===== src/rtl/risc16b_boot_ctrl.sv =====
// Boot controller for the risc16b core: host program load, run supervision and drain.
// Define RISC16B_BOOT_CTRL_TIMEOUT_EN to enable the cycle_limit run timeout.
module risc16b_boot_ctrl #(
    parameter int CNT_W     = 32,
    parameter int DRAIN_CYC = 3
) (
    input  logic             clk,
    input  logic             rst,
    input  logic             host_valid,
    output logic             host_ready,
    input  logic [15:0]      host_addr,
    input  logic [15:0]      host_data,
    input  logic             host_start,
    input  logic             host_clear,
    input  logic [15:0]      halt_addr,
    input  logic [CNT_W-1:0] cycle_limit,
    output logic [15:0]      imem_addr,
    output logic [15:0]      imem_din,
    output logic [1:0]       imem_we,
    output logic             cpu_rst,
    input  logic [15:0]      cpu_i_addr,
    output logic             busy,
    output logic             done,
    output logic             timeout,
    output logic [CNT_W-1:0] cycle_count
);

    localparam int DW = (DRAIN_CYC > 1) ? $clog2(DRAIN_CYC) : 1;
    localparam logic [DW-1:0]    DRAIN_LAST = DW'(DRAIN_CYC - 1);
    localparam logic [CNT_W-1:0] CNT_MAX    = '1;

    typedef enum logic [1:0] {
        S_IDLE,
        S_RUN,
        S_DRAIN,
        S_DONE
    } state_t;

    state_t           state_q, state_d;
    logic [CNT_W-1:0] cnt_q, cnt_d;
    logic             timeout_q, timeout_d;
    logic [DW-1:0]    drain_q, drain_d;
    logic             we_q, we_d;
    logic [15:0]      waddr_q, waddr_d;
    logic [15:0]      wdata_q, wdata_d;
    logic             load_fire;
    logic             halt_hit;
    logic             limit_hit;

    // Writes are always word-aligned, so the low address bit never matters.
    logic unused_addr0;
    assign unused_addr0 = host_addr[0];

`ifdef RISC16B_BOOT_CTRL_TIMEOUT_EN
    assign limit_hit = (cycle_limit != '0) && (cnt_q == cycle_limit);
`else
    logic unused_limit;
    assign unused_limit = ^cycle_limit;
    assign limit_hit    = 1'b0;
`endif

    assign load_fire = host_valid && (state_q == S_IDLE);
    assign halt_hit  = (cpu_i_addr == halt_addr);

    always_comb begin
        state_d   = state_q;
        cnt_d     = cnt_q;
        timeout_d = timeout_q;
        drain_d   = drain_q;
        we_d      = load_fire;
        waddr_d   = load_fire ? {host_addr[15:1], 1'b0} : waddr_q;
        wdata_d   = load_fire ? host_data : wdata_q;

        case (state_q)
            S_IDLE: begin
                if (host_start) begin
                    state_d   = S_RUN;
                    cnt_d     = '0;
                    timeout_d = 1'b0;
                end
            end
            S_RUN: begin
                // A halt match takes priority over a simultaneous limit hit.
                if (halt_hit) begin
                    state_d = S_DRAIN;
                    drain_d = '0;
                end else if (limit_hit) begin
                    state_d   = S_DONE;
                    timeout_d = 1'b1;
                end else if (cnt_q != CNT_MAX) begin
                    cnt_d = cnt_q + 1'b1;
                end
            end
            S_DRAIN: begin
                if (drain_q == DRAIN_LAST) begin
                    state_d = S_DONE;
                end else begin
                    drain_d = drain_q + 1'b1;
                end
            end
            S_DONE: begin
                if (host_clear) begin
                    state_d = S_IDLE;
                end
            end
            default: state_d = S_IDLE;
        endcase
    end

    always_ff @(posedge clk) begin
        if (rst) begin
            state_q   <= S_IDLE;
            cnt_q     <= '0;
            timeout_q <= 1'b0;
            drain_q   <= '0;
            we_q      <= 1'b0;
            waddr_q   <= '0;
            wdata_q   <= '0;
        end else begin
            state_q   <= state_d;
            cnt_q     <= cnt_d;
            timeout_q <= timeout_d;
            drain_q   <= drain_d;
            we_q      <= we_d;
            waddr_q   <= waddr_d;
            wdata_q   <= wdata_d;
        end
    end

    assign host_ready  = (state_q == S_IDLE);
    assign cpu_rst     = (state_q == S_IDLE);
    assign busy        = (state_q == S_RUN) || (state_q == S_DRAIN);
    assign done        = (state_q == S_DONE);
    assign timeout     = timeout_q;
    assign cycle_count = cnt_q;
    assign imem_we     = {2{we_q}};
    assign imem_addr   = waddr_q;
    assign imem_din    = wdata_q;

endmodule


===== config.mk =====
export PLATFORM = sky130hd
export DESIGN_NAME = risc16b_boot_ctrl
export DESIGN_NICKNAME = d
export VERILOG_FILES = /design/src/rtl/risc16b_boot_ctrl.sv
export SDC_FILE = /design/constraint.sdc
export NUM_CORES = 1
export LEC_CHECK = 0
export ABC_AREA = 1
export CORE_AREA = 2 2 92 161
export DETAILED_ROUTE_END_ITERATION = 10
export DIE_AREA = 0 0 94 163
export GPL_TIMING_DRIVEN = 0
export PLACE_DENSITY = 0.61
export SETUP_SLACK_MARGIN = 0.15
export SLEW_MARGIN = 20
export SYNTH_ARGS = -nofsm -noshare
export SYNTH_HDL_FRONTEND = slang
export SYNTH_SLANG_ARGS = --single-unit

===== constraint.sdc =====
create_clock -name clk -period 2.9 [get_ports clk]
set_clock_uncertainty 0.05 [all_clocks]
set_input_delay 0.29 -clock clk [delete_from_list [all_inputs] [get_ports clk]]
set_output_delay 0.29 -clock clk [all_outputs]
set_load 0.05 [all_outputs]

Yosys cells after proc, flatten, opt, wreduce, memory -nomap -nowiden
Index checks and enable logic that the tools add are counted.
- memories kept: 0
- ROM bits: 0
- flip-flop bits (word level): 68
- bits in latches: 0
- RAM bits: 0
- word-level logic and storage cells: 41
- output and inout bits: 71
- shifts and indexed selects: 0
- order comparisons: 0
- add/subtract/negate cells: 2
- bitwise logic cells: 0
- mux-type cells: 12
- div/mod/pow operators: 0
- multiply operators: 0
- reductions and logical operators: 8
- equal/unequal tests: 13
- operator list (cell ; count):
    2-to-1 mux 32 bit ; 3
    one-hot mux 32 bit (2 select lines) ; 1
    adder 32 x 1 -> 32 bit (second input constant) ; 1
    != test 32 bit (second input constant) ; 1
    == test 16 bit ; 1
    != test 2 bit (second input constant) ; 7
    2-to-1 mux 2 bit ; 6
    one-hot mux 2 bit (4 select lines) ; 1
    AND reduction 4 bit ; 2
    == test 2 bit (second input constant) ; 3
    one-hot mux 2 bit (2 select lines) ; 1
    nonzero test 2 bit ; 2
    AND reduction 3 bit ; 1
    adder 2 x 1 -> 2 bit (second input constant) ; 1
    == test 2 x 1 -> 1 bit (second input constant) ; 1
    logical NOT 2 bit ; 1
    logical AND 1 bit ; 1
    logical OR 1 bit ; 1

Logic depth before layout (Yosys ltp)
- depth in word-level cells: 4
- mapped depth: 13

Worst setup path after synthesis
OpenSTA, ideal clock, no wires.
- path type: register to register
- start: register cnt_q[0], in the netlist cycle_count[0]
- end: register cnt_q[10], in the netlist cycle_count[10]
- clock period less this slack: 2.262 ns
- slack: 0.638 ns
- arrival time: 2.080 ns
- buffers on the path: 2
- setup time: 0.132 ns
- stages on the path, launching flop included: 11
- cells stage by stage: dfxtp_1 ha_1 nand2_2 nor2_4 nand2_4 nor2_8 nand3_2 buf_6 buf_2 nand4_1 a21oi_1
- word-level cells in the longest chain between the ends: 4
- elaborated cells between the ends (all ways): 7
- classes of those cells: 1 x add/sub; 2 x eq/ne; 3 x mux; 1 x reduce/logical
- ends and longest elaborated chain (item ; RTL line ; text):
    start: declaration ; 40 ; logic [CNT_W-1:0] cnt_q, cnt_d;
    start signal: assignment ; 121 ; cnt_q <= cnt_d;
    adder 32 x 1 -> 32 bit ; 91 ; cnt_d = cnt_q + 1'b1;
    2-to-1 mux 32 bit ; 90 ; end else if (cnt_q != CNT_MAX) begin
    2-to-1 mux 32 bit ; 84 ; if (halt_hit) begin
    one-hot mux 32 bit (2 select lines) ; 74 ; case (state_q)
Several ways; a longest one is shown, not always the timed one. The select of a mux whose other input is x is not followed.
A chain may end at the register's enable or synchronous reset.

Final worst setup path
- start: register state_q[0]
- end: register cnt_q[12], in the netlist cycle_count[12]
- word-level cells in the longest chain between the ends: 3
- elaborated cells between the ends (all ways): 8
- classes of those cells: 4 x eq/ne; 1 x mux; 3 x reduce/logical
- ends and longest elaborated chain (item ; RTL line ; text):
    start: declaration ; 39 ; state_t state_q, state_d;
    start signal: assignment ; 120 ; state_q <= state_d;
    == test 2 x 1 -> 1 bit / logical NOT 2 bit (equally long branches) ; 74 ;
    != test 2 bit (no source line) / nonzero test 2 bit (equally long branches) ; -- ;
    AND reduction 4 bit (no source line) ; -- ;
Several ways; a longest one is shown, not always the timed one.

==> results_dict.tcl <==
set metrics [dict create \
    status "complete, no violations" \
    power.leakage_nw 2.50 \
    slew_violations 0 \
    cts_resized 0 \
    fmax_mhz 435 \
    io_pins 172 \
    hp-class "reg2reg" \
    yosys-top-cells-area "dfxtp_1 33%, nand2_1 16%, nor2_1 15%" \
    cts_root_buffer "clkbuf_16" \
    grt_first_pass_wirelength_mm 21.9 \
    fin_util 0.429 \
    critical_path_peak_fanout 10 \
    fin_cells 1023 \
    crit_buf_inv 4 \
    synth_cells 690 \
    rsz0062_at_grt "false" \
    initial_core_util 0.294 \
    clock_latency_ns 0.34 \
    gr-usage-all-layers 0.182 \
    antenna_found_initial 0 \
    diodes 0 \
    post-cts-setup-buffer-count 0 \
    crit_start "state_q[0]$_SDFFE_PP0P_" \
    drc 0 \
    worstRegToRegCells 9 \
    cts.sinks 68 \
    clockBufferDepth 2 \
    hold_violations 0 \
    max_stage_delay_ns 0.45 \
    vias 4630 \
    cpMaxStageDelayCell "buf_1" \
    rr_startpoint "state_q[0]$_SDFFE_PP0P_" \
    relSlewSlack 0.605 \
    cp_top_family "buffers and inverters" \
    path_clk_slew_ns 0.06 \
    synth.top_cell.area_share 0.328 \
    rr_endpoint "cycle_count[12]$_SDFFE_PP0P_" \
    areaGrowthSynthToFinish_pct 46.1 \
    numPortBuffers 136 \
    layout_commonest_cell "nand2_1" \
    worst_slew_pin_slew_ns 0.593 \
    most-common-layout-cells "179 x nand2_1, 166 x nor2_1, 136 x clkdlybuf4s50_1" \
    synth_cell_types 32 \
    setup_tns_ns 0 \
    fp-row-count 58 \
    grt_pass1_vias 4631 \
    cp.depth 9 \
    crit_end "cycle_count[12]$_SDFFE_PP0P_" \
    detail-route-antenna-nets 0 \
    die_h_um 163 \
    synth_area_per_cell_um2 6.02 \
    gr-total-overflow 0 \
    cts_tree "built" \
    worstPathCellList "inv_1, ha_1, inv_1, nor2_1, a21oi_1, buf_2, buf_1, nand4_1, a21oi_1" \
    synth_seq_cells 68 \
    maxCapViolations 0 \
    fin_nets 946 \
    dr.pass1.iters 5 \
    drive_above_1_share 0.0581 \
    dp_cells 1007 \
    coreArea_um2 14200 \
    cts_buffers 9 \
    power_mw 5.37 \
    seq_area_frac_synth 0.328 \
    critPathCaptureType "flip-flop" \
    die_x_um 94 \
    syn_area_um2 4160 \
    dr.first_iter.drc_count 203 \
    hpwl_mm 10.7 \
    hold_buffers 0 \
    drt_wl_total_mm 13.4 \
    gp_congestion 0.948 \
    min_period_ns 2.30 \
    fillers 1525 \
    timing.hold.ws_ns 0.428 \
    die_area_um2 15300 \
    routed_via_density 4.53 \
    grt_max_degree 14 \
    ys_warn_count 0 \
    required_ns 3.12 \
    p_per_area_nw_per_um2 885 \
    ir_drop_mv 0.656 \
    yosysTopAreaCell "dfxtp_1" \
    finalSetupViolCount 0 \
    avgRoutedWirePerCell_um 13.1 \
    worstPathArrival_ns 2.52 \
    htree_levels 3 \
    reg2reg_slack_ns 0.60 \
    crit_type "reg2reg" \
    cp-start-kind "flip-flop" \
    period_share 0.793 \
]
cell type report:
| cell class | instances | area, um2 | area share |
|---|---|---|---|
| timing repair buffer | 136 | 1360 | 0.224 |
| inverter | 83 | 312 | 0.0513 |
| buffer | 33 | 185 | 0.0305 |
| clock inverter | 7 | 100 | 0.0165 |
| tap | 180 | 225 | 0.0371 |
| sequential | 68 | 1360 | 0.224 |
| clock buffer | 9 | 225 | 0.0371 |
| multi-input combinational | 507 | 2300 | 0.379 |
how the worst min path moves through the flow:
| stage | endpoint | start | cells after the start |
|---|---|---|---|
| final | imem_din[1]$_SDFFE_PP0P_ | imem_din[1]$_SDFFE_PP0P_ | 2 |
| after global routing | imem_din[15]$_SDFFE_PP0P_ | imem_din[15]$_SDFFE_PP0P_ | 2 |
| after CTS | imem_din[1]$_SDFFE_PP0P_ | imem_din[1]$_SDFFE_PP0P_ | 2 |
| after detailed placement | imem_din[1]$_SDFFE_PP0P_ | imem_din[1]$_SDFFE_PP0P_ | 2 |
| after global placement | imem_addr[1]$_SDFFE_PP0P_ | imem_addr[1]$_SDFFE_PP0P_ | 2 |
| after floorplan | cycle_count[3]$_SDFFE_PP0P_ | rst | 1 |
registers in the layout, summed over array words and instances, names as in the netlist:
name,flops
imem_addr,15
we_q,1
drain_q,2
state_q,2
cycle_count,32
imem_din,16
cell usage after synthesis, drive strengths merged:
cell type and number:
xnor2 2, and2 2, nand3 18, a21oi 27
nor2 173, nand4 41, xor2 3, o21ai 39
nand3b 3, inv 81, clkbuf 13, or2 1
ha 7, nand2 183, conb 1, dfxtp 68
nor3 5, a211oi 1, buf 20, clkinv 2
metrics by stage:
stage	worst slack (ns)	instance area [um2]
2_1_floorplan	0.638	4160
3_3_place_gp	0.551	5750
3_5_place_dp	0.554	5750
4_1_cts	0.581	6070
5_1_grt	0.348	6070
6_report	0.599	6070
metal layers:
layer  vias to the layer above  global-route usage  part of all wire
met4                         0              0.0850             0.031
met5                         -                   0                 0
met3                        20              0.0393             0.059
met2                       135               0.351              0.55
li1                       2450                   -                 -
met1                      2025               0.179              0.36
where the power goes:
part	internal, mW	leakage, nW	total (mW)	switching (mW)
combinational	0.932	1.79	2.83	1.90
sequential	1.15	0.558	1.34	0.188
clock	0.757	0.148	1.20	0.446
total	2.84	2.50	5.37	2.53
logic make-up after synthesis:
kind of cell	Yosys count	synth area share
AOI/OAI and AO/OA	67	0.0813
xor gates and xnor gates	5	0.0105
adders and majority gates	7	0.0211
buffers and inverters	116	0.120
DFF	68	0.328
other	1	0.000902
and+or+nand+nor	426	0.439
worst min-delay path, stage by stage, from the launching register on:
cell and delay (ns):
dfxtp_1 0.32, nor2_1 0.05, nor2_1 0.08
Note: power is estimated with default switching activity, not from simulation.
